[src/rtl/uart_dbg_loader.sv]
// UART byte-stream command parser: halt/run CPU, single-word debug writes and reads.
// Define DBG_LOADER_BURST_EN to add the 'B' burst-write command.
module uart_dbg_loader #(
  parameter int unsigned TIMEOUT_CYC   = 100000,
  parameter int unsigned RD_LAT        = 1,
  parameter bit          HALT_ON_RESET = 1'b1
) (
  input  logic        clk,
  input  logic        reset,
  input  logic        rx_valid,
  input  logic [7:0]  rx_data,
  input  logic        tx_ready,
  output logic        tx_valid,
  output logic [7:0]  tx_data,
  output logic        dbg_mem_op,
  output logic [31:0] dbg_adr,
  output logic [31:0] dbg_do,
  output logic [3:0]  dbg_wren,
  input  logic [31:0] dbg_di,
  output logic        cpu_n_reset
);

  localparam logic [7:0] CMD_HALT  = 8'h48;
  localparam logic [7:0] CMD_GO    = 8'h47;
  localparam logic [7:0] CMD_WRITE = 8'h57;
  localparam logic [7:0] CMD_READ  = 8'h52;
`ifdef DBG_LOADER_BURST_EN
  localparam logic [7:0] CMD_BURST = 8'h42;
`endif
  localparam logic [7:0] RSP_OK    = 8'h4B;
  localparam logic [7:0] RSP_ERR   = 8'h45;
  localparam logic [7:0] RSP_UNK   = 8'h3F;

  localparam int TO_W  = $clog2(TIMEOUT_CYC + 1);
  localparam int LAT_W = $clog2(RD_LAT + 1);
  localparam logic [TO_W-1:0]  TO_LAST  = TO_W'(TIMEOUT_CYC - 1);
  localparam logic [LAT_W-1:0] LAT_LAST = LAT_W'(RD_LAT - 1);

  typedef enum logic [2:0] {
    S_IDLE, S_ADDR, S_DATA, S_ACCESS, S_WAIT_RD, S_TX
`ifdef DBG_LOADER_BURST_EN
    , S_CNT
`endif
  } state_t;

  state_t            r_state;
  logic              r_is_wr;
`ifdef DBG_LOADER_BURST_EN
  logic              r_burst;
`endif
  logic [1:0]        r_byte_cnt;
  logic [31:0]       r_addr;
  logic [31:0]       r_data;
  logic [7:0]        r_words;
  logic [TO_W-1:0]   r_to_cnt;
  logic [LAT_W-1:0]  r_lat_cnt;
  logic [1:0]        r_tx_left;
  logic [23:0]       r_tx_shift;
  logic              r_tx_valid;
  logic [7:0]        r_tx_data;
  logic              r_mem_op;
  logic [31:0]       r_adr;
  logic [31:0]       r_do;
  logic [3:0]        r_wren;
  logic              r_cpu_n_reset;

  logic              w_halted;
  logic              w_to_expired;
  logic [31:0]       w_addr_next;
  logic [31:0]       w_data_next;

  // Fields arrive little-endian: each new byte enters at the top and slides down.
  assign w_addr_next  = {rx_data, r_addr[31:8]};
  assign w_data_next  = {rx_data, r_data[31:8]};
  assign w_halted     = ~r_cpu_n_reset;
  assign w_to_expired = (r_to_cnt == TO_LAST);

  // NOTE: every register below is updated with <= so all reads in this block
  // see the pre-edge value regardless of statement order.
  always_ff @(posedge clk) begin
    if (reset) begin
      r_state       <= S_IDLE;
      r_is_wr       <= 1'b0;
`ifdef DBG_LOADER_BURST_EN
      r_burst       <= 1'b0;
`endif
      r_byte_cnt    <= '0;
      r_addr        <= '0;
      r_data        <= '0;
      r_words       <= '0;
      r_to_cnt      <= '0;
      r_lat_cnt     <= '0;
      r_tx_left     <= '0;
      r_tx_shift    <= '0;
      r_tx_valid    <= 1'b0;
      r_tx_data     <= '0;
      r_mem_op      <= 1'b0;
      r_adr         <= '0;
      r_do          <= '0;
      r_wren        <= '0;
      r_cpu_n_reset <= ~HALT_ON_RESET;
    end else begin
      // NOTE: the access strobe defaults low each cycle so a pulse lasts exactly one cycle.
      r_mem_op <= 1'b0;
      r_wren   <= 4'h0;

      case (r_state)
        S_IDLE: begin
          if (rx_valid) begin
            r_byte_cnt <= '0;
            r_to_cnt   <= '0;
`ifdef DBG_LOADER_BURST_EN
            r_burst    <= 1'b0;
`endif
            case (rx_data)
              CMD_WRITE: begin
                r_is_wr <= 1'b1;
                r_state <= S_ADDR;
              end
              CMD_READ: begin
                r_is_wr <= 1'b0;
                r_state <= S_ADDR;
              end
`ifdef DBG_LOADER_BURST_EN
              CMD_BURST: begin
                r_is_wr <= 1'b1;
                r_burst <= 1'b1;
                r_state <= S_ADDR;
              end
`endif
              default: begin
                r_tx_valid <= 1'b1;
                r_tx_left  <= 2'd0;
                r_state    <= S_TX;
                r_tx_data  <= (rx_data == CMD_HALT || rx_data == CMD_GO) ? RSP_OK : RSP_UNK;
                if (rx_data == CMD_HALT)    r_cpu_n_reset <= 1'b0;
                else if (rx_data == CMD_GO) r_cpu_n_reset <= 1'b1;
              end
            endcase
          end
        end

        S_ADDR: begin
          if (rx_valid) begin
            r_to_cnt   <= '0;
            r_addr     <= w_addr_next;
            r_byte_cnt <= r_byte_cnt + 2'd1;
            if (r_byte_cnt == 2'd3) begin
`ifdef DBG_LOADER_BURST_EN
              if (r_burst) r_state <= S_CNT;
              else
`endif
              if (r_is_wr) begin
                r_words <= 8'd1;
                r_state <= S_DATA;
              end else if (w_halted) begin
                r_mem_op <= 1'b1;
                r_adr    <= w_addr_next;
                r_state  <= S_ACCESS;
              end else begin
                r_tx_valid <= 1'b1;
                r_tx_data  <= RSP_ERR;
                r_tx_left  <= 2'd0;
                r_state    <= S_TX;
              end
            end
          end else if (w_to_expired) begin
            r_state <= S_IDLE;
          end else begin
            r_to_cnt <= r_to_cnt + 1'b1;
          end
        end

`ifdef DBG_LOADER_BURST_EN
        S_CNT: begin
          if (rx_valid) begin
            r_to_cnt <= '0;
            r_words  <= rx_data;
            if (rx_data == 8'd0) begin
              r_tx_valid <= 1'b1;
              r_tx_data  <= w_halted ? RSP_OK : RSP_ERR;
              r_tx_left  <= 2'd0;
              r_state    <= S_TX;
            end else begin
              r_state <= S_DATA;
            end
          end else if (w_to_expired) begin
            r_state <= S_IDLE;
          end else begin
            r_to_cnt <= r_to_cnt + 1'b1;
          end
        end
`endif

        S_DATA: begin
          if (rx_valid) begin
            r_to_cnt   <= '0;
            r_data     <= w_data_next;
            r_byte_cnt <= r_byte_cnt + 2'd1;
            if (r_byte_cnt == 2'd3) begin
              // Burst words before the last are written while staying here, so streaming bytes are never dropped.
              if (w_halted) begin
                r_mem_op <= 1'b1;
                r_wren   <= 4'hF;
                r_adr    <= r_addr;
                r_do     <= w_data_next;
                r_addr   <= r_addr + 32'd4;
              end
              if (r_words == 8'd1) begin
                if (w_halted) begin
                  r_state <= S_ACCESS;
                end else begin
                  r_tx_valid <= 1'b1;
                  r_tx_data  <= RSP_ERR;
                  r_tx_left  <= 2'd0;
                  r_state    <= S_TX;
                end
              end else begin
                r_words <= r_words - 8'd1;
              end
            end
          end else if (w_to_expired) begin
            r_state <= S_IDLE;
          end else begin
            r_to_cnt <= r_to_cnt + 1'b1;
          end
        end

        S_ACCESS: begin
          if (r_is_wr) begin
            r_tx_valid <= 1'b1;
            r_tx_data  <= RSP_OK;
            r_tx_left  <= 2'd0;
            r_state    <= S_TX;
          end else begin
            r_lat_cnt <= '0;
            r_state   <= S_WAIT_RD;
          end
        end

        S_WAIT_RD: begin
          if (r_lat_cnt == LAT_LAST) begin
            r_tx_valid <= 1'b1;
            r_tx_data  <= dbg_di[7:0];
            r_tx_shift <= dbg_di[31:8];
            r_tx_left  <= 2'd3;
            r_state    <= S_TX;
          end else begin
            r_lat_cnt <= r_lat_cnt + 1'b1;
          end
        end

        S_TX: begin
          if (tx_ready) begin
            if (r_tx_left == 2'd0) begin
              r_tx_valid <= 1'b0;
              r_state    <= S_IDLE;
            end else begin
              r_tx_data  <= r_tx_shift[7:0];
              r_tx_shift <= {8'h00, r_tx_shift[23:8]};
              r_tx_left  <= r_tx_left - 2'd1;
            end
          end
        end

        default: r_state <= S_IDLE;
      endcase
    end
  end

  assign tx_valid    = r_tx_valid;
  assign tx_data     = r_tx_data;
  assign dbg_mem_op  = r_mem_op;
  assign dbg_adr     = r_adr;
  assign dbg_do      = r_do;
  assign dbg_wren    = r_wren;
  assign cpu_n_reset = r_cpu_n_reset;

endmodule

[config.mk]
export PLATFORM = sky130hd
export DESIGN_NAME = uart_dbg_loader
export DESIGN_NICKNAME = d
export VERILOG_FILES = /design/src/rtl/uart_dbg_loader.sv
export SDC_FILE = /design/constraint.sdc
export NUM_CORES = 1
export LEC_CHECK = 0
export ABC_AREA = 1
export BUFFER_PORTS_ARGS = -buffer_cell sky130_fd_sc_hd__buf_2
export CAP_MARGIN = 20
export CORE_ASPECT_RATIO = 0.75
export CORE_MARGIN = 5
export CORE_UTILIZATION = 31
export CTS_BUF_LIST = sky130_fd_sc_hd__clkbuf_4
export CTS_CLUSTER_DIAMETER = 60
export DETAILED_ROUTE_END_ITERATION = 10
export PLACE_DENSITY = 0.54
export SLEW_MARGIN = 40
export SYNTH_ARGS = -nofsm -noshare
export SYNTH_HDL_FRONTEND = slang
export SYNTH_SLANG_ARGS = --single-unit
[constraint.sdc]
create_clock -name clk -period 2.3 [get_ports clk]
set_input_delay 0 -clock clk [delete_from_list [all_inputs] [get_ports clk]]
set_output_delay 0 -clock clk [all_outputs]
set_load 0.005 [all_outputs]
# Word level (Yosys, flattened, before mapping)
# Index checks and enable logic that the tools add are counted.
# word_totals
mem_bits_ro	0
in_bits	44
wordCells	193
mem_count	0
out_inout_bits	79
reg_bits	201
latchBits	0
mem_bits_rw	0
# op_classes
n_bitwise	5
addsub	6
multipliers	0
n_shift	0
eq_ne	35
n_reduce_logical	27
div_mod_pow	0
order_cmp	0
n_mux	103
# op_table
cell	n
$mux W32	11
$mux W8	19
$pmux W32 S2	2
$mux W24	3
$mux W17	3
$pmux W24 S2	1
$pmux W8 S6	1
$mux W3	13
$ne A2 B2 Y1 const B	18
$pmux W17 S2	1
$add A32 B3 Y32 const B	1
$eq A8 B7 Y1 const B	4
$mux W2	15
$reduce_and A13 Y1	2
$mux W1	24
$pmux W3 S6	1
$add A17 B1 Y17 const B	1
$eq A17 B17 Y1 const B	1
$pmux W8 S2	1
$reduce_and A7 Y1	2
$ne A3 B3 Y1 const B	4
$pmux W2 S6	1
$reduce_and A4 Y1	3
$reduce_bool A2 Y1	6
other kinds (26)	38

# Depth between registers and ports, before layout
# Gate-level depths: netlist (run 1).
# logic_depth
word_depth	6
depth_mapped	13
depth_no_buf	12

# Worst setup path before layout (run 1)
# OpenSTA, ideal clock, no wires.
# synth_timing
path_type	reg2reg
start	reg r_addr[2]
end	reg r_addr[30]
path_stages_with_launch	13
setup_time_ns	0.109
path_buffers	0
slack_ns	0.616
synth_period_minus_slack_ns	1.684
arrival_time_ns	1.575
required_ns	2.191
path_cell_list	dfxtp_1 > ha_1 > nand2_1 > inv_1 > nand2_1 > nor2_2 > nand2_1 > nor2_2 > nand3_1 > nand2_1 > nand3_1 > nand2_1 > inv_1
# synth_between
elab_chain_cells	5
# synth_rtl
element	line_no	rtl
start, declared	52	logic [31:0] r_addr;
start signal, assigned	146	r_addr <= w_addr_next;
start signal, assigned	207	r_addr <= r_addr + 32'd4;
$add A32 B3 Y32	207	
$mux W32	202	if (w_halted) begin
$mux W32	200	if (r_byte_cnt == 2'd3) begin
$mux W32	196	if (rx_valid) begin
$pmux W32 S2	107	case (r_state)
# Every way passes these cells. The select of a mux whose other input is x is not followed.
# A chain may end at the register's enable or synchronous reset.

# Worst setup path after layout (run 1)
# layout_timing
start	reg r_state[0]
end	reg r_tx_shift[19]
# layout_between
elab_chain_cells	3
word_cells_on_any_way	8
classes_between	5 x eq/ne; 1 x mux; 2 x reduce/logical
# layout_rtl
element	line_no	rtl
start, declared	46	state_t r_state;
start signal, assigned	82	r_state <= S_IDLE;
start signal, assigned	118	r_state <= S_ADDR;
start signal, assigned	122	r_state <= S_ADDR;
$eq A3 B3 Y1	107	
$ne A2 B2 Y1 (no source line) or $reduce_bool A2 Y1 (tied branches)	-	
$reduce_and A4 Y1 (no source line)	-	
end signal, assigned	245	r_tx_shift <= dbg_di[31:8];
end signal, assigned	260	r_tx_shift <= {8'h00, r_tx_shift[23:8]};
end, declared	58	logic [23:0] r_tx_shift;
# Parallel ways exist; a longest one is shown, timed or not.

==> run metrics, run 1 <==
arrival time of the worst setup path=2.64 ns; CTS buffer count=17; crit path cell chain=nor2_2 > nand2_1 > inv_1 > a22oi_1 > dlygate4sd3_1 > nor2_1; WP buf/inv=2; total number of vias=9291; Crit Path Category=reg2reg; NetSw=4.33 mW; TNS Setup=0 ns; share of the yosys chip area belonging to registers=40.6%; worst-path fanout max=13; Die Span Y=160 microns; Slowest-stage cell, CP=dlygate4sd3_1; Final Cycle Share=90.7%; delay-heaviest family, CP=buffers and inverters; Final setup viols=0; Reg power frac=43.7%; TritonCTS clock tree=done; Worst VDD drop=412 uV; Hold Path Class=in2reg; CTS Sinks=189; Tot GR Track Use=16.3%; Max Freq=480 MHz; Synth-to-Final Area Change=19.2%; Synth Flop Type=dfxtp_1; Avg Cell Area, Syn=6.75 sq um; Async S/R FF share, synth=0%; min cycle time layout=2.09 ns; Switching Share=41.5%; CTS max path bufs=2; most common cell in the netlist=nand2_1; final net count=1575; EDFF count, synth=0; Starting DRT DRC Count=672; CP required=2.86 ns; Post-Synthesis Cells=1380; row cnt=55; post-DP HPWL=19700 microns; Distinct cells, synth=48; Worst Skew=0.0340 ns; die area=0.0337 sq mm; Logic pwr share=38.1%; Fin. Hold Viols=0; Synth top area share=40.6%; clock share of power=18.2%; IO Pins=123; CP Capture Type=flip-flop; Routed Antenna Nets=0; H-tree depth=4; internal power=6.09 mW; die width=210 microns; Startpoint Class=flip-flop; largest net degree at the start of global routing=76; YS warnings=0; vias per cell=4.79; Buffers on Ports=122; synthesized flop and latch total=189; Slew @ Worst Pin=0.602 ns; Placer Congestion=0.865; dominant cell type by area after synthesis=dfxtp_1; core area=0.0299 sq mm; status=finished, final reports clean; first-pass GRT wire length=45200 microns; top cells by count, synth=290 x nand2_1, 246 x nor2_1, 189 x dfxtp_1; Pwr Total=10.4 mW; grt total ovfl=0; final WL=27800 microns; crit-path max cell delay=0.58 ns; syn nets=1430; Worst-path clk slew=0.17 ns; unrepaired setup endpoints after global routing=false; top post-synthesis cells by area=dfxtp_1 41%, nand2_1 12%, nor2_1 9.9%; Power Dens Cells=938 mW/mm^2; Leakage=4.87 nW; clock root buffer=clkbuf_4; Max Cap Viol=0; fin. max-slew vios=0; Starting Density=31.1%; Hold Slack=0.190 ns; wire per inst=14.4 microns; clock latency on the worst-skew pair=0.62 ns; Synth Cell Area=0.00932 sq mm; number of global-route vias before repair=8675; DRT Pass-1 Iters=5; DRC Markers=0; initial antenna violation count=1; layout cells sized above 1=14.4%; Max-Slew Margin vs Limit=59.8%
[worst paths after layout]
check / startpoint / end / slack, ns / cells after the start
worst min register to register: tx_valid / tx_valid / 0.48 / 2
worst max register to register: r_state[0] / r_tx_shift[19] / 0.21 / 6
worst min-delay path: dbg_di[9] / r_tx_shift[1] / 0.19 / 4
worst max-delay path: r_state[0] / r_tx_shift[19] / 0.21 / 6
[metal layers]
metal	routed length [microns]	global-route usage, %	share of wire (%)
met4	264	3.53	0.95
met3	1220	3.10	4.4
met2	12800	26.1	46
met1	13600	22.9	49
met5	0	0	0
[cell type report]
cell class / count / area [sq um]
Antenna cell: 1 / 2.50
Clock buffer: 18 / 135
Clock inverter: 14 / 148
Fill cell: 3208 / 18800
Inverter: 133 / 503
Multi-Input combinational cell: 986 / 4670
Sequential cell: 189 / 3780
Tap cell: 399 / 499
Timing Repair Buffer: 198 / 1370
[cell usage in the layout (no fill, tap or decap), drive strengths merged, types with 10 or more instances in the layout]
master       instances
nor2               255
nand2              297
nand3               74
a21oi               73
o211a               10
dlygate4sd3         51
a31oi               24
o21ai              167
inv                139
xor2                11
buf                147
dfxtp              189
clkbuf              18
nor3                19
nand4               23
[timing repair]
item / in CTS / in global routing
hold endpoints to repair: 88 / 0
resized for setup: 0 / 0
setup buffers: 0 / 0
hold buffers: 51 / 0
[metrics by stage]
stage / cell area (sq um) / cells / setup slack (ns) / util, %
finish: 11100 / 1938 / 0.215 / 37.1
global route: 11100 / 1938 / 0.0506 / 37.1
CTS: 11100 / 1937 / 0.0810 / 37.1
detailed placement: 10300 / 1854 / 0.111 / 34.4
global placement: 10300 / 1854 / 0.154 / 34.4
floorplan: 9320 / 1380 / 0.616 / -
[power by group through the flow]
stage	Clock (mW)	Sequential, mW	Combinational [mW]
5_1_grt	2.10	4.65	4.54
3_3_place_gp	0	4.60	3.89
2_1_floorplan	0	4.50	2.75
4_1_cts	1.97	4.54	4.03
6_report	1.90	4.55	3.97
3_5_place_dp	0	4.61	3.90
[state kept, by name, summed over array words and instances (netlist names), 2 cells and up]
signal	cells
r_state	3
dbg_adr	32
r_addr	32
r_tx_left	2
r_tx_shift	24
dbg_do	32
r_to_cnt	17
r_byte_cnt	2
r_data	24
tx_data	8
r_words	8
[cells by family (layout without fill, tap and decap cells)]
family	after synthesis	after routing	share of synthesized area, %
DFF	189	189	40.6
buffers and inverters	205	363	9.39
and+or+nand+nor	672	672	30.5
xor gates and xnor gates	11	11	1.03
other	0	1	0
adders and majority gates	6	6	0.806
AOI/OAI and AO/OA	297	297	17.7
[tightest hold or removal path, cell delays in order]
cell           delay [ns]
dlygate4sd3_1        0.53
buf_2                0.12
nand2_1              0.05
a31oi_1              0.07
No activity file was read; power rests on OpenSTA's default activity.
==> run 2: changes to the inputs <==
--- a/config.mk
+++ b/config.mk
@@ -5,7 +5,6 @@
 export SDC_FILE = /design/constraint.sdc
 export NUM_CORES = 1
 export LEC_CHECK = 0
-export ABC_AREA = 1
 export BUFFER_PORTS_ARGS = -buffer_cell sky130_fd_sc_hd__buf_2
 export CAP_MARGIN = 20
 export CORE_ASPECT_RATIO = 0.75
==> run metrics, run 2 <==
crit-path max cell delay=0.55 ns (-0.03 ns); placed cell area=0.0101 sq mm (-2.5%); CP Capture Type=flip-flop; crit-path most repeated cell=or4_4; core area=0.0279 sq mm (-6.7%); most common cell in the netlist=nand2_1; clock latency on the worst-skew pair=0.62 ns (about the same); Synth-to-Final Area Change=24.1%; wire per inst=16.0 microns (+11%); dominant cell type by area after synthesis=dfxtp_1; Power Dens Cells=765 mW/mm^2 (-18%); vias per cell=5.09 (+6.2%); Synth Cell Area=0.00873 sq mm (-6.3%); DRC Markers=0 (unchanged); Leakage=3.97 nW (-19%); Post-Synthesis Cells=1137 (-18%); layout cells sized above 1=19.7% (+5.3 points); CTS Sinks=189 (unchanged); grt total ovfl=0 (unchanged); Async S/R FF share, synth=0% (unchanged); Distinct cells, synth=61 (+27%); share of the yosys chip area belonging to registers=43.3% (+2.7 points); worst r2r src=r_words[3]; Final Core Density=38.8% (+1.7 points); Starting DRT DRC Count=681 (+1.3%); WP buf/inv=0 (-2); row cnt=53 (-3.6%); EDFF count, synth=0 (unchanged); most frequent cells in the layout=238 x nand2_1, 184 x dfxtp_1, 139 x nor2_1; total number of vias=8627 (-7.1%); H-tree depth=4 (unchanged); final net count=1346 (-15%); IO Pins=123 (unchanged); synthesized flop and latch total=189 (unchanged); DRT Pass-1 Iters=5 (unchanged); arrival time of the worst setup path=2.78 ns (+0.14 ns); largest net degree at the start of global routing=95 (+25%); worst-path fanout max=3 (-10); first-pass GRT wire length=43400 microns (-4.1%); Placer Congestion=0.853 (-1.4%); filler cell count=2883 (-10%); Crit Path Category=reg2reg; crit path cell chain=or4_4 > nor4b_4 > nor3b_4 > o211ai_2 > or4_4 > a21oi_2; unrepaired setup endpoints after global routing=true; delay-heaviest family, CP=simple AND/OR/NAND/NOR gates; leading cell type in the layout, fill and taps excluded=nand2_1; YS warnings=0 (unchanged); Buffers on Ports=122 (unchanged); Post CTS Setup Buffer Count=0 (unchanged); Worst Skew=0.0355 ns (+0.00153 ns); min cycle time layout=2.23 ns (+0.147 ns); Max Freq=448 MHz (-6.6%); Slew @ Worst Pin=0.452 ns (-0.150 ns); Final setup viols=0 (unchanged); Max Cap Viol=0 (unchanged); Starting Density=31.3% (+0.15 points); Hold Path Class=in2reg; Tot GR Track Use=16.6% (+0.36 points); die area=0.0317 sq mm (-5.9%); Worst path depth=6 (unchanged); Startpoint Class=flip-flop; die width=204 microns (-3.0%); initial antenna violation count=2 (+1); Die Span Y=155 microns (-3.0%); hold path cells=6 (+2); syn nets=1187 (-17%); R2R depth=6 (unchanged); TritonCTS clock tree=done; CTS buffer count=17 (unchanged); Avg Cell Area, Syn=7.68 sq um (+14%); final WL=27100 microns (-2.7%); reg2reg setup slack=0.07 ns (-0.15 ns); CP required=2.85 ns (about the same); Worst-path clk slew=0.16 ns (about the same); Slowest-stage cell, CP=or4_4; Routed Antenna Nets=0 (unchanged); Max-Slew Margin vs Limit=69.9% (+10 points); crit path from=r_words[3]; Final Cycle Share=97.0% (+6.4 points); Finished Cell Area=0.0108 sq mm (-2.4%); clock root buffer=clkbuf_4; Fin. Hold Viols=0 (unchanged); Worst VDD drop=416 uV (+0.99%); top post-synthesis cells by area=dfxtp_1 43%, nand2_1 10%, a21oi_1 6.2%; top cells by count, synth=239 x nand2_1, 189 x dfxtp_1, 141 x nor2_1; Synth Flop Type=dfxtp_1; number of global-route vias before repair=7994 (-7.9%); post-DP HPWL=18300 microns (-6.7%); Synth top area share=43.3% (+2.7 points); status=finished, final reports clean; CTS max path bufs=2 (unchanged); fin. max-slew vios=0 (unchanged); hold_sp=tx_ready
## run 2: cell count changes in the layout (fill, tap and decap cells not counted), sizes merged, moves of 13 or more
cell,previous run,this run
nand3,74,57
nor3,19,6
a211oi,2,17
a311oi,0,54
o21ai,167,37
nand2,297,239
a21oi,73,108
a31oi,24,8
inv,139,18
nor2,255,141
and3,0,16
buf,147,190
## run 2: power by group
group          leakage, nW  internal [mW]  switching (mW)
sequential            1.53           3.57           0.261
combinational         2.29           1.05            1.54
clock                0.146          0.589            1.28
total                 3.97           5.21            3.08
## run 2: area by class of cell
class                   instances  area, sq um  area share (%)
clock buffers                  19          143            1.32
well taps                     385          482            4.45
multi-input cells             847         4660            43.0
repair buffers                230         1590            14.7
clock inverters                13          129            1.19
inverters                      11         41.3           0.381
diodes                          1         2.50          0.0231
flip-flops and latches        189         3790            35.0
## run 2: cell families (layout without fill, tap and decap cells)
| family | count (synthesis) | in the layout | synth area share (%) |
|---|---|---|---|
| compound gates | 283 | 283 | 21.1 |
| xor+xnor | 20 | 20 | 2.01 |
| fa+ha+maj | 6 | 6 | 0.860 |
| buf+inv | 101 | 273 | 4.51 |
| flops | 189 | 189 | 43.3 |
| mux | 7 | 7 | 0.817 |
| other cells | 0 | 1 | 0 |
| simple gates | 531 | 531 | 27.4 |
## run 2: path summary, 6_finish.rpt
| kind | endpoint |
|---|---|
| worst max-delay path | tx_data[7] |
| worst min-delay path | r_tx_shift[7] |
| worst max register to register | tx_data[7] |
| worst min register to register | dbg_do[3] |
## run 2: what timing repair did
item	in CTS	in global routing
setup endpoints to repair	1	45
endpoints found under the hold margin	95	0
hold buffers	40	0
resized for setup	2	24
pin swaps	1	10
## run 2: per-layer routing
layer / up-vias / part of all wire (%) / GRT usage (%)
met4: 2 / 1.1 / 3.76
met5: - / 0.026 / 0
met2: 222 / 43 / 24.4
met1: 4042 / 50 / 25.1
li1: 4338 / - / -
met3: 23 / 5.7 / 3.46
## run 2: tightest hold or removal path, cell delays in order
cell	delay [ns]
buf_2	0.13
nand2b_1	0.11
a21oi_2	0.07
buf_4	0.16
nor2_1	0.08
a311oi_1	0.05
## run 2: through the flow
step | setup slack (ns) | power (mW) | TNS, ns | hold slack, ns | cells
final | 0.0681 | 8.29 | 0 | 0.0374 | 1695
after CTS | 0.0370 | 8.25 | 0 | 0.000688 | 1694
after floorplan | 0.0483 | 5.40 | 0 | 0.136 | 1137
after global routing | -0.0230 | 8.81 | -0.0262 | 0.0415 | 1695
after detailed placement | 0.0149 | 6.31 | 0 | 0.256 | 1622
after global placement | 0.0543 | 6.30 | 0 | 0.251 | 1622
==> run 3: changes to the inputs <==
==> constraint.sdc (replaced) <==
create_clock -name clk -period 2.3 [get_ports clk]
set_input_delay 0.345 -clock clk [delete_from_list [all_inputs] [get_ports clk]]
set_output_delay 0.345 -clock clk [all_outputs]
set_load 0.005 [all_outputs]
==> run metrics, run 3 (synthesis gave the netlist of run 2 again) <==
grt total ovfl=0 (unchanged); CP Capture Type=flip-flop; worst-path fanout max=2 (-1); Max Cap Viol=0 (unchanged); clock share of power=22.7% (about the same); TritonCTS clock tree=done; Starting Density=31.3% (unchanged); Fin. Hold Viols=0 (unchanged); crit path cell chain=or4_4 > nor4b_4 > nor3b_4 > buf_4 > buf_6 > o21a_1 > nand2_2 > o221a_4; wire per inst=15.7 microns (-1.6%); Final Core Density=38.6% (-0.23 points); Synth-to-Final Area Change=23.4%; Logic pwr share=31.5% (+0.3 points); Worst-path clk slew=0.16 ns (about the same); Startpoint Class=flip-flop; Worst Skew=0.0249 ns (-0.0107 ns); CTS max path bufs=2 (unchanged); layout cells sized above 1=20.4% (+0.69 points); met2 wire len=11500 microns (-1.8%); clock root buffer=clkbuf_4; status=finished, final reports clean; Reg power frac=45.8% (-0.4 points); NetSw=3.01 mW (-2.5%); Switching Share=36.3% (-0.91 points); Power Dens Cells=769 mW/mm^2 (+0.50%); total number of vias=8586 (-0.48%); Final setup viols=0 (unchanged); final net count=1341 (-0.37%); Slowest-stage cell, CP=or4_4; Die Span Y=155 microns (unchanged); die width=204 microns (unchanged); arrival time of the worst setup path=2.77 ns (about the same); DRC Markers=0 (unchanged); CTS buffer count=17 (unchanged); Routed Antenna Nets=0 (unchanged); row cnt=53 (unchanged); crit-path max cell delay=0.55 ns (about the same); Final Cycle Share=98.5% (+1.5 points); vias per cell=5.08 (-0.24%); non-filler cells, final=1691 (-0.24%); post-DP HPWL=18100 microns (-1.3%); min cycle time layout=2.27 ns (+0.0335 ns); core area=0.0279 sq mm (unchanged); Tot GR Track Use=16.4% (-0.28 points); met3 WL=1480 microns (-3.8%); final WL=26600 microns (-1.8%); CP required=2.80 ns (-0.05 ns); fin. max-slew vios=0 (unchanged); Starting DRT DRC Count=662 (-2.8%); initial antenna violation count=3 (+1); clock latency on the worst-skew pair=0.60 ns (-0.02 ns); most frequent cells in the layout=237 x nand2_1, 186 x dfxtp_1, 138 x nor2_1; unrepaired setup endpoints after global routing=true; Hold Slack=0.0527 ns (+0.0153 ns); TNS Setup=0 ns (unchanged); Buffers on Ports=122 (unchanged); largest net degree at the start of global routing=113 (+19%); first-pass GRT wire length=42600 microns (-1.8%); Placer Congestion=0.849 (-0.45%); post-placement cell count=1628 (+0.37%); Max Freq=441 MHz (-1.5%); Worst VDD drop=361 uV (-13%); die area=0.0317 sq mm (unchanged); IO Pins=123 (unchanged); DRT Pass-1 Iters=5 (unchanged); leading cell type in the layout, fill and taps excluded=nand2_1; H-tree depth=4 (unchanged); Max-Slew Margin vs Limit=65.8% (-4.0 points); Slew @ Worst Pin=0.512 ns (+0.0603 ns); top sig layer=met5; CTS Sinks=189 (unchanged); Hold Path Class=in2reg; M1 WL=13300 microns (-1.3%); number of global-route vias before repair=7791 (-2.5%); Crit Path Category=reg2reg; internal power=5.28 mW (+1.4%); Leakage=3.95 nW (-0.56%)
run 3: through the flow:
step                      area [sq um]  power, mW  setup WS [ns]
after detailed placement         10100       6.30       -0.00594
after CTS                        10700       8.24        -0.0477
after floorplan                   8730       5.40         0.0483
after global placement           10100       6.30        0.00553
after global routing             10800       8.83        -0.0361
final                            10800       8.29         0.0345
run 3: repair_timing:
| action | in CTS | in global routing |
|---|---|---|
| endpoints found under the hold margin | 25 | 0 |
| buffers inserted | 2 | 2 |
| gates resized for setup | 1 | 20 |
| setup endpoints to repair | 2 | 34 |
| hold buffers | 25 | 0 |
| pin swaps | 2 | 9 |
run 3: path summary, 6_finish.rpt:
| kind | from | end | slack [ns] | cells after the start |
|---|---|---|---|---|
| min | rx_data[3] | dbg_do[27] | 0.05 | 3 |
| min reg2reg | r_data[8] | dbg_do[0] | 0.46 | 2 |
| max | r_words[3] | tx_data[3] | 0.03 | 8 |
| max reg2reg | r_words[3] | tx_data[3] | 0.03 | 8 |
run 3: layout make-up:
| class | instances | area (sq um) |
|---|---|---|
| multi-input combinational | 847 | 4650 |
| clock inverter | 13 | 139 |
| clock buffer | 19 | 143 |
| antenna | 2 | 5.00 |
| fill | 2920 | 17100 |
| sequential | 189 | 3790 |
| inverter | 11 | 41.3 |
| tap | 385 | 482 |
| timing repair buffer | 225 | 1530 |
run 3: layer usage:
layer,up-vias,global-route usage [%]
li1,4338,-
met1,4015,24.7
met2,211,23.7
met3,18,3.73
met4,4,3.50
met5,-,0
run 3: power by group through the flow:
| stage | combinational (mW) | sequential (mW) | clock (mW) |
|---|---|---|---|
| finish | 2.61 | 3.79 | 1.88 |
| detailed placement | 2.44 | 3.85 | 0 |
| global placement | 2.44 | 3.85 | 0 |
| CTS | 2.49 | 3.78 | 1.97 |
| floorplan | 1.59 | 3.81 | 0 |
| global route | 2.89 | 3.83 | 2.11 |
run 3: worst max-delay path: cells and delay by family, from the launching register on:
kind	cells	cell delay, ns
and+or+nand+nor	4	1.21
AOI/OAI and AO/OA	2	0.38
DFF	1	0.35
buffers and inverters	2	0.23
